===== src/rtl/piso_pkg.sv =====
// rtl/piso_pkg.sv - shared types, bit-order constants and sizing helper for the PISO serializer
package piso_pkg;

  typedef enum logic {
    ST_IDLE  = 1'b0,
    ST_SHIFT = 1'b1
  } piso_state_t;

  localparam bit ORDER_MSB_FIRST = 1'b1;
  localparam bit ORDER_LSB_FIRST = 1'b0;

  function automatic int cnt_w(input int width);
    return (width < 2) ? 1 : $clog2(width);
  endfunction

endpackage


===== src/rtl/piso_hold_buf.sv =====
// rtl/piso_hold_buf.sv - single-entry valid/data holding register
module piso_hold_buf #(
  parameter int WIDTH = 8
) (
  input  logic             clk,
  input  logic             reset_n,
  input  logic             clr,
  input  logic             wr_en,
  input  logic [WIDTH-1:0] wr_data,
  input  logic             rd_en,
  output logic             full,
  output logic [WIDTH-1:0] rd_data
);

  always_ff @(posedge clk or negedge reset_n) begin
    if (!reset_n) begin
      full    <= 1'b0;
      rd_data <= '0;
    end else if (clr) begin
      full    <= 1'b0;
      rd_data <= '0;
    end else if (wr_en) begin
      full    <= 1'b1;
      rd_data <= wr_data;
    end else if (rd_en) begin
      full    <= 1'b0;
    end
  end

endmodule


===== src/rtl/piso_stream_ser.sv =====
// rtl/piso_stream_ser.sv - parametrised parallel-in/serial-out serializer with
// valid/ready load, one-word holding buffer and frame status pulses
module piso_stream_ser
  import piso_pkg::*;
#(
  parameter int WIDTH     = 8,
  parameter bit MSB_FIRST = 1'b1
) (
  input  logic             clk,
  input  logic             reset_n,
  input  logic             flush,
  input  logic             shift_en,
  input  logic             in_valid,
  output logic             in_ready,
  input  logic [WIDTH-1:0] in_data,
  output logic             sdo,
  output logic             sdo_valid,
  output logic             frame_start,
  output logic             frame_done,
  output logic             busy
);

  localparam int            CW        = cnt_w(WIDTH);
  localparam logic [CW-1:0] LAST_BIT  = CW'(WIDTH - 1);
  localparam bit            SHIFT_LFT = (MSB_FIRST == ORDER_MSB_FIRST);

  piso_state_t      state;
  logic [WIDTH-1:0] shreg;
  logic [CW-1:0]    bit_cnt;
  logic             rdy_en;
  logic             hold_full;
  logic [WIDTH-1:0] hold_data;
  logic             xfer;
  logic             last_shift;
  logic             hold_wr;
  logic             hold_rd;

  // rdy_en keeps in_ready low while reset is held and until the first clock after release
  assign in_ready   = rdy_en & ~hold_full & ~flush;
  assign xfer       = in_valid & in_ready;
  assign last_shift = (state == ST_SHIFT) & shift_en & (bit_cnt == LAST_BIT);
  assign frame_done = last_shift & ~flush;
  assign sdo_valid  = (state == ST_SHIFT);
  assign sdo        = sdo_valid & (SHIFT_LFT ? shreg[WIDTH-1] : shreg[0]);
  assign busy       = sdo_valid | hold_full;

  assign hold_wr = xfer & (state == ST_SHIFT) & ~last_shift;
  assign hold_rd = last_shift & hold_full & ~flush;

  piso_hold_buf #(
    .WIDTH (WIDTH)
  ) u_hold (
    .clk     (clk),
    .reset_n (reset_n),
    .clr     (flush),
    .wr_en   (hold_wr),
    .wr_data (in_data),
    .rd_en   (hold_rd),
    .full    (hold_full),
    .rd_data (hold_data)
  );

  always_ff @(posedge clk or negedge reset_n) begin
    if (!reset_n) begin
      state       <= ST_IDLE;
      shreg       <= '0;
      bit_cnt     <= '0;
      rdy_en      <= 1'b0;
      frame_start <= 1'b0;
    end else begin
      rdy_en      <= 1'b1;
      frame_start <= 1'b0;
      if (flush) begin
        state   <= ST_IDLE;
        shreg   <= '0;
        bit_cnt <= '0;
      end else begin
        case (state)
          ST_IDLE: begin
            if (xfer) begin
              shreg       <= in_data;
              bit_cnt     <= '0;
              state       <= ST_SHIFT;
              frame_start <= 1'b1;
            end
          end
          ST_SHIFT: begin
            if (last_shift) begin
              // Reload from hold first, else bypass a word accepted this cycle: no idle bit between frames
              if (hold_full) begin
                shreg       <= hold_data;
                bit_cnt     <= '0;
                frame_start <= 1'b1;
              end else if (xfer) begin
                shreg       <= in_data;
                bit_cnt     <= '0;
                frame_start <= 1'b1;
              end else begin
                state   <= ST_IDLE;
                shreg   <= '0;
                bit_cnt <= '0;
              end
            end else if (shift_en) begin
              shreg   <= SHIFT_LFT ? {shreg[WIDTH-2:0], 1'b0} : {1'b0, shreg[WIDTH-1:1]};
              bit_cnt <= bit_cnt + 1'b1;
            end
          end
          default: state <= ST_IDLE;
        endcase
      end
    end
  end

endmodule


===== config.mk =====
export PLATFORM = sky130hd
export DESIGN_NAME = piso_stream_ser
export DESIGN_NICKNAME = d
export VERILOG_FILES = /design/src/rtl/piso_pkg.sv /design/src/rtl/piso_hold_buf.sv /design/src/rtl/piso_stream_ser.sv
export SDC_FILE = /design/constraint.sdc
export NUM_CORES = 1
export LEC_CHECK = 0
export BUFFER_PORTS_ARGS = -buffer_cell sky130_fd_sc_hd__buf_2
export CAP_MARGIN = 10
export CORE_MARGIN = 3
export CORE_UTILIZATION = 50
export DETAILED_ROUTE_END_ITERATION = 8
export GPL_TIMING_DRIVEN = 0
export PLACE_DENSITY = 0.71
export SETUP_SLACK_MARGIN = 0.3
export SYNTH_ARGS = -nofsm -noshare
export SYNTH_HDL_FRONTEND = slang
export SYNTH_SLANG_ARGS = --single-unit

===== constraint.sdc =====
create_clock -name clk -period 2.7 [get_ports clk]
set_input_delay 0.135 -clock clk [delete_from_list [all_inputs] [get_ports clk]]
set_output_delay 0.135 -clock clk [all_outputs]
set_load 0.02 [all_outputs]

# --- Word-level counts from Yosys, hierarchy flattened ---
# Index checks and enable logic that the tools add are counted.
totals:
  inputBits: 13
  register_bits: 23
  wordCells: 55
classes:
  bitwise_logic: 16
  n_addsub: 1
  n_mux: 25
  reduce_logical: 3
  eq_ne: 3
op_table:
  columns: ["operator", "count"]
  rows:
  - ["$mux 8", 8]
  - ["$pmux 8 s2", 1]
  - ["$mux 3", 4]
  - ["$and 1x1->1", 11]
  - ["$mux 1", 9]
  - ["$pmux 3 s2", 1]
  - ["$ne 4x3->1 const B", 1]
  - ["$not 1->1", 4]
  - ["$pmux 1 s2", 2]
  - ["$add 3x1->3 const B", 1]
  - ["$eq 3x3->1 const B", 1]
  - ["$ne 3x3->1 const B", 1]
  - ["$reduce_bool 3->1", 1]
  - ["$reduce_and 2->1", 1]
  - ["$reduce_bool 2->1", 1]
  - ["$or 1x1->1", 1]

# --- Longest topological paths before layout ---
# Gate-level depths: netlist of run 1.
depth:
  depth_word: 9
  ltp_mapped: 7
  ltp_nobuf: 6

# --- Cells and area by module ---
# Synthesis of run 1 repeated with hierarchy kept, for this count alone.
unflattened:
  hier_cells: 123
  area_unflattened_um2: 1321.3
by_module_without_submodules:
  columns: ["mod", "area_per_inst_um2", "cells_each", "instances", "seq_area_each_um2"]
  rows:
  - ["piso_stream_ser", 954.7, 93, 1, 350.3]
  - ["piso_hold_buf", 366.6, 30, 1, 225.2]

# --- Worst setup path after synthesis of run 1 ---
# No wires, ideal clock.
synth_path:
  path_type: "register to register"
  startpoint: "reg bit_cnt[0]"
  endpoint: "reg shreg[3]"
  n_path_buf: 1
  path_stages_with_launch: 7
  setup_ns: 0.139
  slack_ns: 1.077
  arrival_ns: 1.483
  cell_sequence: "dfrtp_1 ha_1 ha_1 and4_1 buf_2 a222oi_1 a211oi_2"
synth_via:
  elab_chain_len: 5
synth_rtl:
  columns: ["item", "line_no", "source"]
  rows:
  - ["start, declared", "piso_stream_ser.sv:29", "logic [CW-1:0] bit_cnt;"]
  - ["start signal, assigned", "piso_stream_ser.sv:105", "bit_cnt <= bit_cnt + 1'b1;"]
  - ["$eq 3x3->1 (*)", "piso_stream_ser.sv:41", "assign last_shift = (state == ST_SHIFT) & shift_en & (bit_cnt == LAST_BIT);"]
  - ["$and 1x1->1 (*)", "piso_stream_ser.sv:41", null]
  - ["$mux 8", "piso_stream_ser.sv:88", "if (last_shift) begin"]
  - ["$pmux 8 s2", "piso_stream_ser.sv:78", "case (state)"]
  - ["$mux 8", "piso_stream_ser.sv:73", "if (flush) begin"]
  - ["end signal, assigned", "piso_stream_ser.sv:81", "shreg <= in_data;"]
  - ["end signal, assigned", "piso_stream_ser.sv:91", "shreg <= hold_data;"]
  - ["end signal, assigned", "piso_stream_ser.sv:95", "shreg <= in_data;"]
  - ["end, declared", "piso_stream_ser.sv:28", "logic [WIDTH-1:0] shreg;"]
# Mark *: on every way between the ends. The rest lies on a longest branch, timed or not.
# A chain may end at the register's enable or synchronous reset.

# --- Final worst setup path of run 1 ---
layout_path:
  startpoint: "reg bit_cnt[0]"
  endpoint: "reg shreg[5]"
# The elaborated chain is that of the path after synthesis.

==> results of run 1 <==
==> metrics by stage <==
| stage | cells | setup WS [ns] | hold slack, ns | total power [mW] |
|---|---|---|---|---|
| finish | 176 | 0.865 | 0.0128 | 0.670 |
| global route | 176 | 0.768 | 0.00353 | 0.711 |
| CTS | 176 | 0.874 | 0.00360 | 0.678 |
| detailed placement | 171 | 0.924 | 0.146 | 0.513 |
| global placement | 171 | 0.949 | 0.141 | 0.509 |
| floorplan | 125 | 1.08 | -0.161 | 0.466 |
==> registers in the layout, indices dropped and copies added, names as in the netlist <==
| name | flops |
|---|---|
| shreg | 8 |
| u_hold.rd_data | 8 |
| bit_cnt | 3 |
| frame_start | 1 |
| rdy_en | 1 |
| sdo_valid | 1 |
| u_hold.full | 1 |
==> final cells by class <==
cell class / instances / area (sq um)
plain buffers: 7 / 45.0
clock buffers: 3 / 22.5
clock inverters: 1 / 5.00
fillers: 195 / 887
inverters: 2 / 7.51
multi-input cells: 93 / 641
flip-flops and latches: 23 / 576
well taps: 28 / 35.0
repair buffers: 19 / 100
==> cells in the final DEF (no fill, tap or decap), types with 4 or more instances in the layout <==
cell	n
dfrtp_1	23
nor2_1	9
a222oi_1	6
buf_2	21
nand2_1	26
a21oi_1	8
a211oi_2	4
nand3b_1	6
==> worst paths after layout <==
path,from,end,depth (start not counted)
worst max-delay path,bit_cnt[0]$_DFFE_PN0P_,shreg[5]$_DFFE_PN0P_,6
worst min-delay path,in_data[0],u_hold.rd_data[0]$_DFFE_PN0P_,3
worst max register to register,bit_cnt[0]$_DFFE_PN0P_,shreg[5]$_DFFE_PN0P_,6
worst min register to register,bit_cnt[1]$_DFFE_PN0P_,bit_cnt[1]$_DFFE_PN0P_,2
max in group asynchronous,reset_n,u_hold.rd_data[7]$_DFFE_PN0P_,2
min in group asynchronous,reset_n,shreg[1]$_DFFE_PN0P_,2
==> report_power, final <==
part / internal [mW] / switching [mW] / total [mW]
sequential: 0.363 / 0.0133 / 0.376
combinational: 0.0546 / 0.0769 / 0.132
clock: 0.0554 / 0.107 / 0.162
total: 0.473 / 0.197 / 0.670
==> cell families (layout without fill, tap and decap cells) <==
logic type | Yosys count | count (layout) | synth area share (%)
adder cells (fa/ha/maj) | 2 | 2 | 1.97
AO/OA/AOI/OAI | 34 | 34 | 23.2
other | 1 | 1 | 0.296
flip-flops | 23 | 23 | 45.4
buffers and inverters | 9 | 32 | 4.14
AND/OR/NAND/NOR | 56 | 56 | 25.0
==> worst min-delay path, cell delays in order <==
cell,delay (ns)
buf_2,0.09
nand2_1,0.04
nand2_1,0.05
==> routing by layer <==
metal  wire length (um)  track usage [%]  vias up
li1                   -                -      499
met4                 36             3.39        0
met5                  0                0        -
met2               1320             30.7       35
met1               1280             28.6      500
met3                167             5.06        4
==> timing repair <==
action / CTS / global route
endpoints found under the setup margin: 0 / 0
buffers inserted: 0 / 0
endpoints found under the hold margin: 23 / 0
hold buffers: 1 / 0
==> results by stage, run 1 <==
Drt:
- Dividing the detail-routed wire length by the instance count gives 15.9 um.
- The number of routed nets with antenna violations is 0.
- The number of DRC markers in iteration 0 is 63.
- For this run, the detailed router's first-pass iteration total came to 4.
- Summing over every cut layer, the via total after detailed routing is 1,038.
- The via-per-instance ratio is 5.90.
- The wire length reported by the detailed router is 2800 um.
- The number of design rule violations left after detail routing is 0.

Logic synthesis:
- Among all cell types in the netlist, the one instantiated most often is nand2_1.
- The proportion of synthesized flip-flops having asynchronous set or reset is 100%.
- In this run, synthesis inferred 0 flip-flops with an integrated enable.
- The instance count of the mapped netlist is 125.
- Counting every net in the synthesized netlist gives 140.
- In this run the biggest area consumer among cell types represents 45.4% of the synthesized area.
- The register bit total from synthesis is 23.
- The largest area contributor in the netlist is dfrtp_1.
- Ranked by instance count, the synthesized netlist is headed by nand2_1, dfrtp_1, nor2_1, a21oi_1.
- By area the synthesized netlist is led by dfrtp_1, nand2_1, a222oi_1.
- The synthesized area divided by synthesized cell count is 10.1 sq um.
- The proportion of synthesized chip area in sequential cells is 45.4%.
- Yosys printed 0 warnings.
- The flip-flop cell with the highest count after synthesis is dfrtp_1.
- The distinct cell type count after synthesis is 34.
- The synthesized area is 0.00127 sq mm.

Floorplanning:
- The die is 56.4 um wide.
- The total area inside the core boundary comes to 0.00232 sq mm.
- The initial core utilization is 54.7%.
- The I/O pin count is 19.
- The die covers 0.00318 sq mm.
- The number of placement rows is 17.
- The floorplan step set the die height to 56.4 um.

Setup path:
- Setup slack on the worst reg-to-reg path comes out at 0.86 ns.
- The critical path goes through ha_1 > ha_1 > and4_1 > buf_2 > a222oi_1 > a211oi_2.
- The element type at the critical path end is a flip-flop.
- The maximum fanout count along the critical path is 7.
- The cell that appears most often on the critical path is ha_1.
- The buffer and inverter count on the worst path is 1.
- At the worst endpoint, the arrival time is 2.02 ns.
- The gate family responsible for the most delay along the worst path is compound AO/OA/AOI/OAI gates.
- For this run, the slowest stage of the critical path takes 0.41 ns.
- The critical path data required time is 2.88 ns.
- The slowest stage of the critical path belongs to the cell dfrtp_1.
- The category of the most critical setup path is flip-flop to flip-flop.
- STA classifies the critical path startpoint as a flip-flop.

STA:
- Setup repair after global routing left no endpoint under its margin.
- The shortest clock period the worst path allows after layout is 1.84 ns.
- The relative max-transition margin is 65.8%.
- For the pin with the worst max-slew slack, the measured transition is 0.512 ns.
- Setup violations remaining at the end of the flow were counted as 0.
- For this run, the top clock speed supported by timing is 0.545 GHz.
- Summed over all failing endpoints, the final setup total negative slack is 0 ns.
- The total count of hold-check failures in the final report is 0.
- The fraction of the cycle the final worst path needs is 68.0%.
- The number of pins exceeding their max-slew limit in the final report is 0.
- The clock skew is 0.0159 ns.

Run status:
- The flow ran to the end, and the final reports show no timing, DRC or antenna violations.

CTS:
- TritonCTS built the clock tree.
- The post-cts repair resize count is 0.
- The clock passes through at most 2 buffers.
- The number of buffers created by CTS is 3.
- Clock-pin slew was measured on the worst setup and hold paths at 0.14 ns.
- Clock tree synthesis selected as its root buffer the cell clkbuf_4.
- The total number of H-tree levels is 1.
- The sink count of the clock tree is 23.
- The clock latency reported for the late side of the worst-skew pair is 0.32 ns.

Global routing:
- Entering global routing, the biggest net connects 24 pins.
- The final global-route overflow total is 0.
- The first global-routing pass estimated 5000 um of wire.
- The via count of the first global-routing pass is 1,044.
- The global router's overall resource usage is 19.9%.
- The initial antenna violation count is 0.

Finish:
- The post-route netlist has 29.7% of its cells at a drive strength greater than 1.
- Cells fill 61.7% of the core in the end.
- The number of nets in the final layout is 164.
- The area growth from synthesis to layout is 12.8%.
- With fillers left out, the area of the finished cells amounts to 0.00143 sq mm.
- The number of diodes is 0.

Placed design:
- In this run the cell area measured after placement is 0.00139 sq mm.
- The placer congestion estimate is 0.852.
- The count of buffers added on input and output ports is 18.
- The detailed placer's ending HPWL is 1940 um.

Hold path:
- In this run the worst hold path is classified as input port to flip-flop.

Power and ir drop:
- The maximum ir drop on the vdd rail is 0.392 mV.
- The static power due to leakage is 0.679 nW.
- In this run the power density over the cells is 468 mW/mm^2.

Run:
- The max-cap violation count is 0.
Note: power is estimated with default switching activity, not from simulation.
==> run 2: changes to the inputs <==
--- a/config.mk
+++ b/config.mk
@@ -5,6 +5,7 @@
 export SDC_FILE = /design/constraint.sdc
 export NUM_CORES = 1
 export LEC_CHECK = 0
+export ABC_AREA = 1
 export BUFFER_PORTS_ARGS = -buffer_cell sky130_fd_sc_hd__buf_2
 export CAP_MARGIN = 10
 export CORE_MARGIN = 3
==> constraint.sdc (replaced) <==
create_clock -name clk -period 1.8 [get_ports clk]
set_input_delay 0.09 -clock clk [delete_from_list [all_inputs] [get_ports clk]]
set_output_delay 0.09 -clock clk [all_outputs]
set_load 0.02 [all_outputs]
==> run 2 against run 1 <==
Against the previous run:
- via count rose by 19%
- area after synthesis rose by 9.9%
- critical path depth rose by 5
- combinational power rose by 75%
- worst hold slack improved by 0.018 ns
- cell area rose by 17%
- first-iteration DRC count fell by 19%
- setup slack got worse by 0.59 ns
==> results by stage, run 2 <==
Finish:
- Relative to the synthesized area, the layout overhead comes to 20.0%.
- The final layout contains 235 nets.
- In the final layout, flip-flops and latches occupy 577 sq um.
- The fraction of final layout cells sized beyond drive strength 1 is 27.4%.
- The largest registers in the layout are shreg (8), u_hold.rd_data (8), bit_cnt (3).
- Leaving out fill and tap cells, the most frequent cell in the layout is nand2_1.
- Leaving out fill and tap cells, the most frequent cells in the layout are nand2_1, dfrtp_1, inv_1, buf_2, nor2_1.
- The share of the core filled with cells is 65.2%.
- The number of fill cells is 240.
- The multi-input combinational cells in the finished layout cover a total of 706 sq um.
- The number of diodes is 0.

STA:
- Setup violations remaining at the end of the flow were counted as 0.
- For the final routed database, the setup TNS stands at 0 ns.
- The smallest hold slack is 0.0305 ns.
- The final critical path takes up 84.5% of the cycle.
- The worst setup slack after layout is 0.279 ns.
- The smallest clock period supported by the final layout is computed as 1.52 ns.
- Static timing analysis puts the maximum clock frequency at 0.658 GHz.
- Headroom to the max-slew limit came out at 64.4%.
- Setup repair after global routing could not meet its margin everywhere.
- The clock skew is 0.00498 ns.
- The slew of the pin with the lowest slew margin is 0.533 ns.
- The number of pins exceeding their max-slew limit in the final report was 0.
- The total count of hold-check failures in the final report is 0.

Drt:
- The via total after detailed routing is 1,235.
- The first TritonRoute pass finished after 4 iterations.
- In this run the remaining antenna-violating nets after routing total 0.
- In the final routed layout, each cell accounts on average for 12.4 um.
- The wire length reported by the detailed router is 3080 um.
- In the routed design, unresolved DRC markers number 0.
- For this block, the initial DRC count from the detailed router was 51.
- The via-per-instance ratio is 4.96.

Setup path:
- The largest incremental delay on the critical path is 0.42 ns.
- Following the worst setup path forward leads to its endpoint at shreg[1]$_DFFE_PN0P_.
- The worst-path cell with the longest stage delay is dfrtp_1.
- The maximum fanout count along the critical path is 9.
- The arrival time reported for the critical path endpoint is 1.73 ns.
- The element type at the critical path end is a flip-flop.
- The critical register-to-register path endpoint is shreg[1]$_DFFE_PN0P_.
- The worst-case reg-to-reg path depth is 11.
- Counting buffers and inverters, the worst setup path is 11 cells deep.
- The category of the most critical setup path is flip-flop to flip-flop.
- The buffer and inverter count on the worst path is 2.
- The launch point of the critical path is bit_cnt[0]$_DFFE_PN0P_.
- The gate family responsible for the most delay along the worst path is simple AND/OR/NAND/NOR gates.
- The worst register-to-register path has a setup slack of 0.28 ns.
- In this design, the critical path's most frequently occurring cell is nand2_1.
- The worst setup path is launched from a flip-flop.
- In this run the critical register-to-register path is launched from bit_cnt[0]$_DFFE_PN0P_.
- The critical path data required time is 2.01 ns.
- The signal on the critical path passes through ha_2 > ha_4 > nand3_4 > inv_4 > buf_8 > nand2_2 > nand2_1 > nand2_1 > nand2_1 > nand2_1 > nand2_1.

Logic synthesis:
- The flip-flop cell with the highest count after synthesis is dfrtp_1.
- The proportion of netlist area held by the largest area contributor is 41.3%.
- The number of nets handed over by synthesis was 204.
- The number of synthesized flops with an enable pin is 0.
- The average instance in the mapped netlist occupies 7.37 sq um.
- The synthesized area is 0.00139 sq mm.
- Ranked by total cell area, the synthesized netlist is headed by dfrtp_1, nand2_1, o21ai_2.
- The register bit total from synthesis is 23.
- In this run, distinct cell masters in the synthesized netlist total 23.
- The library cell with the highest instance count after synthesis is nand2_1.
- For this run, the register share of the synthesized area comes to 41.3%.
- In the synthesized netlist, the number of instances is 189.
- For this run, the number of Yosys warnings is 0.
- Ranked by instance count, the synthesized netlist is headed by nand2_1, dfrtp_1, inv_1, nor2_1, o21ai_0.
- After synthesis, the share of flip-flops with an asynchronous set or reset is 100%.
- Of all cell types, the one taking the most synthesized area is dfrtp_1.

Power and ir drop:
- The share of total power dissipated in combinational logic is 22.3%.
- The worst-case IR drop observed on VDD is 0.446 mV.
- In this run the power density over the cells is 621 mW/mm^2.
- The total net switching power is 0.318 mW.
- The internal portion of the total power is 0.722 mW.
- After layout, the design draws a total of 1.04 mW.
- Of the total power, the clock network draws 23.4%.
- The static power due to leakage is 0.895 nW.
- In this run switching power makes up 30.6% of total power.
- The sequential fraction of design power is 54.4%.

CTS:
- The number of buffers created by CTS is 3.
- The total number of H-tree levels is 1.
- Clock tree synthesis selected as its root buffer the cell clkbuf_4.
- TritonCTS built the clock tree.
- Clock-pin slew was measured on the worst setup and hold paths at 0.13 ns.
- The clock passes through at most 2 buffers.
- The clock latency reported for the late side of the worst-skew pair is 0.31 ns.
- For this design, the sink count on the clock tree is 23.

Hold path:
- The class of the most critical hold timing path is input port to flip-flop.

Global routing:
- The via count of the first global-routing pass is 1,238.
- The pin count of the biggest net entering global routing is 24.
- The global-route wire length before repair is 5370 um.
- The initial antenna violation count is 0.
- The global router's overall resource usage is 20.2%.
- The final global-route overflow total is 0.

Floorplanning:
- Row generation in the floorplan step produced 18 rows.
- Once the floorplan was initialized, standard cells occupied 54.3% of the core.
- The floorplan step defined a core boundary enclosing 0.00257 sq mm.
- The vertical die dimension is 58.8 um.
- The area of the die is 0.00346 sq mm.
- During I/O placement, the number of pins put on the boundary was 19.
- The die boundary width is 58.8 um.

Placed design:
- The number of buffer cells added on primary ports is 18.
- Detailed placement ended at an HPWL of 2240 um.
- At the end of routability-driven placement, the weighted congestion stood at 0.776.
- The placement-stage worst setup slack is 0.135 ns.

Run status:
- The run finished with clean final reports.

Run:
- The max-cap violation count is 0.
-- run 2: cell types whose count changed after synthesis, moves of 4 or more --
cell / change
nor2_1: +6
nand3b_1: -6
a211oi_2: -4
inv_1: +14
o21ai_2: +6
a21oi_1: -5
o21ai_0: +5
nand2_1: +60
a222oi_1: -6
-- run 2: stage by stage --
| step | cell area (sq um) | instances |
|---|---|---|
| final | 1670 | 249 |
| after global routing | 1670 | 249 |
| after CTS | 1620 | 246 |
| after detailed placement | 1520 | 237 |
| after global placement | 1520 | 237 |
| after floorplan | 1400 | 189 |
-- run 2: cells by family after synthesis --
| logic type | Yosys count | synth area share [%] |
|---|---|---|
| DFF | 23 | 41.3 |
| adders and majority gates | 2 | 1.80 |
| other | 1 | 0.269 |
| buffers and inverters | 27 | 10.5 |
| and+or+nand+nor | 115 | 36.5 |
| AOI/OAI and AO/OA | 21 | 9.61 |
-- run 2: power groups by stage --
stage	clock network (mW)	logic [mW]	registers [mW]
final	0.243	0.231	0.565
after CTS	0.257	0.218	0.567
after detailed placement	0	0.210	0.577
after global placement	0	0.204	0.575
after floorplan	0	0.143	0.575
after global routing	0.271	0.263	0.570
-- run 2: worst min path at each step --
stage | start | depth (start not counted) | endpoint | slack, ns
2_1_floorplan | reset_n | 0 | bit_cnt[0]$_DFFE_PN0P_ | -0.21
3_3_place_gp | reset_n | 1 | rdy_en$_DFF_PN0_ | 0.09
3_5_place_dp | reset_n | 1 | rdy_en$_DFF_PN0_ | 0.1
4_1_cts | in_data[5] | 3 | u_hold.rd_data[5]$_DFFE_PN0P_ | 0.02
5_1_grt | in_data[1] | 3 | u_hold.rd_data[1]$_DFFE_PN0P_ | 0.04
6_report | in_data[5] | 3 | u_hold.rd_data[5]$_DFFE_PN0P_ | 0.03
-- run 2: area by class of cell --
class | count | area share [%]
clock buffers | 3 | 1.35
well taps | 30 | 2.24
multi-input cells | 139 | 42.2
clock inverters | 1 | 0.299
inverters | 21 | 5.01
plain buffers | 6 | 4.64
repair buffers | 26 | 9.80
flip-flops and latches | 23 | 34.5
-- run 2: routing by layer --
layer	track usage (%)	share of wire, %
met4	6.15	1.1
met5	0	0
met2	34.7	49
met3	2.63	3.2
met1	26.4	47
-- run 2: timing repair --
action	in CTS	in global routing
setup endpoints to repair	20	18
endpoints found under the hold margin	24	0
resized for setup	7	9
pin swaps	2	5
setup buffers	3	3
hold buffers	2	0
-- run 2: worst reg2reg max path: stages, from the launching register on --
cell and delay, ns:
dfrtp_1 0.42, ha_2 0.21, ha_4 0.17, nand3_4 0.09, inv_4 0.06, buf_8 0.13
nand2_2 0.06, nand2_1 0.05, nand2_1 0.06, nand2_1 0.05, nand2_1 0.07, nand2_1 0.07
